--- src/rtl/board_scanner_if.sv ---
// board_scanner_if -- scan handshake and board RAM read port.
//   start      : scan request (master -> slave)
//   rd_addr    : board RAM read address, cell = col + 7*row (slave -> master)
//   rd_data    : board RAM q, valid one cycle after rd_addr (master -> slave)
//   busy, done : scan in progress / one-cycle results-valid pulse
//   winner     : 00 none, 01 player 1, 10 player 2, 11 both
//   board_full : all 42 cells hold a player piece
//   p1_count, p2_count : pieces per player from the last scan
interface board_scanner_if;
   logic       start;
   logic [5:0] rd_addr;
   logic [1:0] rd_data;
   logic       busy;
   logic       done;
   logic [1:0] winner;
   logic       board_full;
   logic [5:0] p1_count;
   logic [5:0] p2_count;

   modport slave (
      input  start, rd_data,
      output rd_addr, busy, done, winner, board_full, p1_count, p2_count
   );

   modport master (
      output start, rd_data,
      input  rd_addr, busy, done, winner, board_full, p1_count, p2_count
   );
endinterface

--- src/rtl/board_scanner.sv ---
// board_scanner -- reads a 7x6 four-in-a-row board out of RAM into a shadow
// copy, then evaluates every length-4 window in a single cycle.
//   CLOCK_50 : clock, rising edge
//   reset    : asynchronous active-high reset
//   bus      : board_scanner_if.slave (start, rd_addr/rd_data, busy, done,
//              winner, board_full, p1_count, p2_count)
// Optional feature: define DIAG_CHECK_EN to include the 24 diagonal windows.
// Timeline after the start edge: READ cycles 1..43 (address k in cycle k+1,
// data captured at end of cycle k+2), EVAL cycle 44, DONE (done=1) cycle 45.
module board_scanner (
   input logic             CLOCK_50,
   input logic             reset,
   board_scanner_if.slave  bus
);

   typedef enum logic [1:0] {IDLE, READ, EVAL, DONE} state_t;

   state_t           state;
   logic [5:0]       cnt;       // READ cycle index: cycle j of the scan has cnt = j-1
   logic [41:0][1:0] board_q;
   logic [5:0]       p1_acc;
   logic [5:0]       p2_acc;
   logic [1:0]       hits;      // bit0 player 1 has a four, bit1 player 2
   logic             full_c;

   // Returns {player 2 four, player 1 four} for the window starting at cell i
   // with stride s. Encoding 11 matches neither player.
   function automatic logic [1:0] win_at(input logic [41:0][1:0] b,
                                         input int i, input int s);
      logic [1:0] a0, a1, a2, a3;
      a0 = b[6'(i)];
      a1 = b[6'(i + s)];
      a2 = b[6'(i + 2*s)];
      a3 = b[6'(i + 3*s)];
      win_at[0] = (a0 == 2'b01) && (a1 == 2'b01) && (a2 == 2'b01) && (a3 == 2'b01);
      win_at[1] = (a0 == 2'b10) && (a1 == 2'b10) && (a2 == 2'b10) && (a3 == 2'b10);
   endfunction

   always_comb begin
      hits   = 2'b00;
      full_c = 1'b1;
      for (int i = 0; i < 42; i++)
         if (!(board_q[i] == 2'b01 || board_q[i] == 2'b10)) full_c = 1'b0;
      // horizontal: 6 rows x 4 start columns
      for (int r = 0; r < 6; r++)
         for (int c = 0; c < 4; c++)
            hits |= win_at(board_q, 7*r + c, 1);
      // vertical: 3 start rows x 7 columns
      for (int r = 0; r < 3; r++)
         for (int c = 0; c < 7; c++)
            hits |= win_at(board_q, 7*r + c, 7);
`ifdef DIAG_CHECK_EN
      // down-right from columns 0..3, down-left from columns 3..6
      for (int r = 0; r < 3; r++)
         for (int c = 0; c < 4; c++)
            hits |= win_at(board_q, 7*r + c, 8);
      for (int r = 0; r < 3; r++)
         for (int c = 3; c < 7; c++)
            hits |= win_at(board_q, 7*r + c, 6);
`else
`endif
   end

   always_ff @(posedge CLOCK_50 or posedge reset) begin
      if (reset) begin
         state          <= IDLE;
         cnt            <= 6'd0;
         board_q        <= '0;
         p1_acc         <= 6'd0;
         p2_acc         <= 6'd0;
         bus.rd_addr    <= 6'd0;
         bus.busy       <= 1'b0;
         bus.done       <= 1'b0;
         bus.winner     <= 2'b00;
         bus.board_full <= 1'b0;
         bus.p1_count   <= 6'd0;
         bus.p2_count   <= 6'd0;
      end else begin
         bus.done <= 1'b0;
         case (state)
            IDLE, DONE: begin
               // DONE accepts start too, so scans can run back to back
               if (bus.start) begin
                  state       <= READ;
                  cnt         <= 6'd0;
                  bus.rd_addr <= 6'd0;
                  bus.busy    <= 1'b1;
                  p1_acc      <= 6'd0;
                  p2_acc      <= 6'd0;
               end else begin
                  state <= IDLE;
               end
            end
            READ: begin
               cnt         <= cnt + 6'd1;
               bus.rd_addr <= (cnt < 6'd41) ? cnt + 6'd1 : 6'd0;
               // data for address cnt-1 arrives while cnt is presented
               if (cnt != 6'd0) begin
                  board_q[cnt - 6'd1] <= bus.rd_data;
                  if (bus.rd_data == 2'b01) p1_acc <= p1_acc + 6'd1;
                  if (bus.rd_data == 2'b10) p2_acc <= p2_acc + 6'd1;
               end
               if (cnt == 6'd42) state <= EVAL;
            end
            EVAL: begin
               bus.winner     <= hits;
               bus.board_full <= full_c;
               bus.p1_count   <= p1_acc;
               bus.p2_count   <= p2_acc;
               bus.busy       <= 1'b0;
               bus.done       <= 1'b1;
               state          <= DONE;
            end
            default: state <= IDLE;
         endcase
      end
   end

endmodule

--- src/flat_wrapper.sv ---
// flat-port wrapper written by rule: the top's interface ports become plain ports
module board_scanner_flat 
  (CLOCK_50, reset, bus_start, bus_rd_data, bus_rd_addr, bus_busy, bus_done, bus_winner, bus_board_full, bus_p1_count, bus_p2_count);
  board_scanner_if bus_i ();
  input logic CLOCK_50;
  input logic reset;
  input wire logic [$bits(bus_i.start)-1:0] bus_start;
  input wire logic [$bits(bus_i.rd_data)-1:0] bus_rd_data;
  output wire logic [$bits(bus_i.rd_addr)-1:0] bus_rd_addr;
  output wire logic [$bits(bus_i.busy)-1:0] bus_busy;
  output wire logic [$bits(bus_i.done)-1:0] bus_done;
  output wire logic [$bits(bus_i.winner)-1:0] bus_winner;
  output wire logic [$bits(bus_i.board_full)-1:0] bus_board_full;
  output wire logic [$bits(bus_i.p1_count)-1:0] bus_p1_count;
  output wire logic [$bits(bus_i.p2_count)-1:0] bus_p2_count;
  assign bus_i.start = bus_start;
  assign bus_i.rd_data = bus_rd_data;
  assign bus_rd_addr = bus_i.rd_addr;
  assign bus_busy = bus_i.busy;
  assign bus_done = bus_i.done;
  assign bus_winner = bus_i.winner;
  assign bus_board_full = bus_i.board_full;
  assign bus_p1_count = bus_i.p1_count;
  assign bus_p2_count = bus_i.p2_count;
  board_scanner u_core (.CLOCK_50(CLOCK_50), .reset(reset), .bus(bus_i));
endmodule
--- config.mk ---
export PLATFORM = sky130hd
export DESIGN_NAME = board_scanner_flat
export DESIGN_NICKNAME = d
export VERILOG_FILES = /design/src/rtl/board_scanner_if.sv /design/src/rtl/board_scanner.sv /design/src/flat_wrapper.sv
export SDC_FILE = /design/constraint.sdc
export NUM_CORES = 1
export LEC_CHECK = 0
export BUFFER_PORTS_ARGS = -buffer_cell sky130_fd_sc_hd__buf_4
export CAP_MARGIN = 20
export CELL_PAD_IN_SITES_DETAIL_PLACEMENT = 1
export CELL_PAD_IN_SITES_GLOBAL_PLACEMENT = 1
export CORE_MARGIN = 2
export CORE_UTILIZATION = 43
export CTS_BUF_LIST = sky130_fd_sc_hd__clkbuf_4
export DETAILED_ROUTE_END_ITERATION = 8
export PLACE_DENSITY_LB_ADDON = 0.1
export SLEW_MARGIN = 10
export SYNTH_ARGS = -nofsm -noshare
export SYNTH_HDL_FRONTEND = slang
export SYNTH_SLANG_ARGS = --single-unit
--- constraint.sdc ---
create_clock -name CLOCK_50 -period 9.1 [get_ports CLOCK_50]
set_clock_uncertainty 0.1 [all_clocks]
set_input_delay 1.82 -clock CLOCK_50 [delete_from_list [all_inputs] [get_ports CLOCK_50]]
set_output_delay 1.82 -clock CLOCK_50 [all_outputs]
set_load 0.02 [all_outputs]
==> results summary <==
The area growth from synthesis to layout is 9.61%. The final antenna-violating net count came out at 0. The number of warnings reported in the yosys synthesis log came out at 0. The synthesized design contains approximately 130 register bits.

The die outline area came out at 0.0153 mm2. The number of antenna violations at the first check in global routing came out at 1. The post-CTS setup repair buffer count is 0. The number of nets produced by synthesis came out at 542.

The final wirelength came out at 13800 um. The nature of the critical path endpoint is a register. The later-pin clock latency in the skew report is 0.55 ns. The worst setup path is launched from a primary input. The reported max-cap violation count came out at 0. The area of the core is 0.0139 mm2.

Hold timing on the final database bottoms out at a slack of 0.395 ns. The post-layout instance area is 0.00675 mm2. The data required time of the critical path came out at 9.49 ns.

The net total in the final layout came out at roughly 570. Yosys attributes the largest share of cell area to dfrtp_1, mux2_2, xnor2_1, xor2_1, nor2_1. The worst reg2reg path endpoint is u_core.board_q[4]$_DFFE_PP0P_. The count of clock tree sinks came out at 126. The I/O pin total came out at 28. The maximum frequency from static timing analysis came out at around 320 MHz. The number of max-slew violations in the final report came out at 0. After clock tree synthesis, the clock-pin slew on the worst setup and hold paths is 0.11 ns. After synthesis, the share of flip-flops with an asynchronous set or reset is 1.00. The path depth of the worst reg2reg path came out at 6. For this run, the total global-route usage over all layers was measured as 0.201.

The number of resized instances in the post-cts repair step came out at 0. The mean cell area of the mapped netlist came out at roughly 12 um2. The CTS H-tree depth came out at 4. The HPWL after detailed placement is 9400 um. In this run the deepest clock path goes through 2 buffers. Counting the fill cells in the layout gives ~1500.

In the synthesized netlist the dominant register cell turns out to be dfrtp_1. Excluding fillers, the count of instances in the completed layout stands at around 750. The commonest cells after synthesis are dfrtp_1, mux2_2, xnor2_1. The area share of the largest cell type after synthesis came out at 0.512. The remaining design rule violation count is 0. The critical path is of the primary input to register type. The clock buffer count from CTS came out at 17. The count of final setup violators is 0. The startpoint identified for the worst register-to-register timing path is u_core.state[1]$_DFFE_PP0P_. The worst voltage drop across the vdd grid is 127 uV.

The clock period could shrink to 3.11 ns. Prior to clock tree synthesis, the placed netlist has a worst setup slack of about 5.4 ns. The global placement routability congestion is a little under 0.8. The CTS tree is done. The fraction of layout instances using a drive strength above 1 came out at 0.292. After detailed placement, the total cell area comes to 0.00649 mm2. In this run the clock root is driven by a clkbuf_4. The worst setup margin is between 5 and 6 ns. From bottom edge to top edge, the die measures roughly 120 um. At the pin with the least slew margin, the transition time is 0.863 ns. In this run, post-CTS hold repair placed 0 buffers.

The post-synthesis instance area came out at slightly above 0.006 mm2. The register-to-register setup slack is 6.16 ns. The count of routing violations after the opening detailed-route iteration is between 150 and 200. At the worst endpoint, the arrival time is 3.50 ns.

Row generation in the floorplan step produced 43 rows. The number of different library cells in the post-synthesis netlist is 52. The starting density of the core is 0.442. The number of placed instances, taps included is 715.

For this design the static power due to leakage is 2.85 nW. In this run the worst setup path begins at bus_rd_data[0]. The number of vias per cell after detailed routing came out at 5.50. Summed over all instances, the cell type with the most area after synthesis is dfrtp_1. The maximum fanout along the worst path is 44. The critical path ends at u_core.p1_acc[4]$_DFFE_PP0P_. The width of the die is between 100 and 150 um. The number of port buffers came out at 27. The number of global-route vias before repair came to 4369. The remaining global-route overflow is 0. Yosys instantiated no cell more often than dfrtp_1. The first-pass detailed-route iteration total came out at 4. For this block, the via count after detailed routing is 4107.

The flow ran to the end, and the final reports show no timing, DRC or antenna violations. For this design the ratio of total power to cell area is roughly 240 mW/mm2. The share of the clock period used by the worst path came out at 0.342.

The sequential-to-total area share from yosys stat came out at 0.512. Dividing the detail-routed wire length by the instance count gives roughly 19 um. The count of final hold-check violations came out at 0. In this run, synthesis inferred 0 flip-flops with an integrated enable. The largest net degree at the start of global routing came out at 66. The relative max-transition margin is 0.425. The first global-routing pass estimated around 23000 um of wire. The class of the most critical hold timing path is register to register.

The post-synthesis instance total is 530. The final total negative setup slack came out at 0 ns. Setup repair after global routing left no endpoint under its margin.
metal layers:
layer	track usage	wire, um
met5	0	0
met4	0.0661	231
met3	0.0577	550
met2	0.330	6800
met1	0.255	6250
cells in the final DEF (no fill, tap or decap), types with 8 or more instances in the layout:
master | Yosys | final
nand2_1 | 30 | 30
inv_1 | 12 | 11
xnor2_1 | 34 | 34
nor4_1 | 8 | 8
xor2_1 | 16 | 16
or3_1 | 8 | 8
mux2_2 | 95 | 95
nand3_1 | 22 | 22
o21ai_0 | 17 | 17
nor2_1 | 33 | 33
clkbuf_4 | 0 | 17
nand4_1 | 8 | 8
buf_4 | 2 | 30
dfrtp_1 | 126 | 126
final cells by class:
cell class	instances	area [um2]	area share
Clock buffer	17	128	0.0189
Antenna cell	1	2.50	0.000371
Tap cell	180	225	0.0334
Timing Repair Buffer	30	225	0.0334
Multi-Input combinational cell	366	2840	0.420
Inverter	13	51.3	0.00760
Clock inverter	14	128	0.0189
Sequential cell	126	3150	0.467
stage by stage:
step	total power [W]	util
floorplan	0.00111	-
global placement	0.00125	0.466
detailed placement	0.00128	0.466
CTS	0.00165	0.484
global route	0.00174	0.484
finish	0.00162	0.484
flip-flops by register name, summed over array words and instances, names as in the netlist:
name,flops
u_core.bus.winner,1
u_core.bus.busy,1
u_core.bus.p1_count,6
u_core.p2_acc,6
u_core.state,2
u_core.bus.p2_count,6
u_core.bus.done,1
u_core.p1_acc,6
u_core.bus.board_full,1
u_core.bus.rd_addr,6
u_core.board_q,84
u_core.cnt,6
report_power, final:
part | total [W] | switching, W | leakage, nW | internal [W]
Combinational | 0.000544 | 0.000328 | 1.17 | 0.000215
Sequential | 0.000717 | 0.0000730 | 1.55 | 0.000644
Clock | 0.000364 | 0.000208 | 0.127 | 0.000155
critical path, stage by stage:
cell and delay [ns]:
buf_4 0.38, nor2b_1 0.22, o21a_1 0.21, nand4_1 0.13
or4b_2 0.62, nand3_1 0.11
worst min-delay path by stage:
stage,depth (start not counted),endpoint,start,slack [ns]
final,2,u_core.bus.rd_addr[3]$_DFFE_PP0P_,u_core.bus.rd_addr[3]$_DFFE_PP0P_,0.40
after CTS,2,u_core.bus.rd_addr[1]$_DFFE_PP0P_,u_core.bus.rd_addr[1]$_DFFE_PP0P_,0.40
after floorplan,1,u_core.p1_acc[0]$_DFFE_PP0P_,u_core.p1_acc[0]$_DFFE_PP0P_,0.39
after global routing,2,u_core.bus.rd_addr[1]$_DFFE_PP0P_,u_core.bus.rd_addr[1]$_DFFE_PP0P_,0.43
after global placement,2,u_core.bus.rd_addr[2]$_DFFE_PP0P_,u_core.bus.rd_addr[2]$_DFFE_PP0P_,0.36
after detailed placement,2,u_core.bus.rd_addr[2]$_DFFE_PP0P_,u_core.bus.rd_addr[2]$_DFFE_PP0P_,0.38
logic make-up (layout without fill, tap and decap cells):
logic type / after synthesis / in the layout / share of synthesized area
and+or+nand+nor: 153 / 153 / 0.130
DFF: 126 / 126 / 0.512
muxes: 101 / 101 / 0.185
AOI/OAI and AO/OA: 55 / 55 / 0.0596
xor gates and xnor gates: 50 / 50 / 0.0711
buffers and inverters: 38 / 74 / 0.0272
adders and majority gates: 7 / 7 / 0.0142
other: 0 / 1 / 0
No activity file was read; power rests on OpenSTA's default activity.
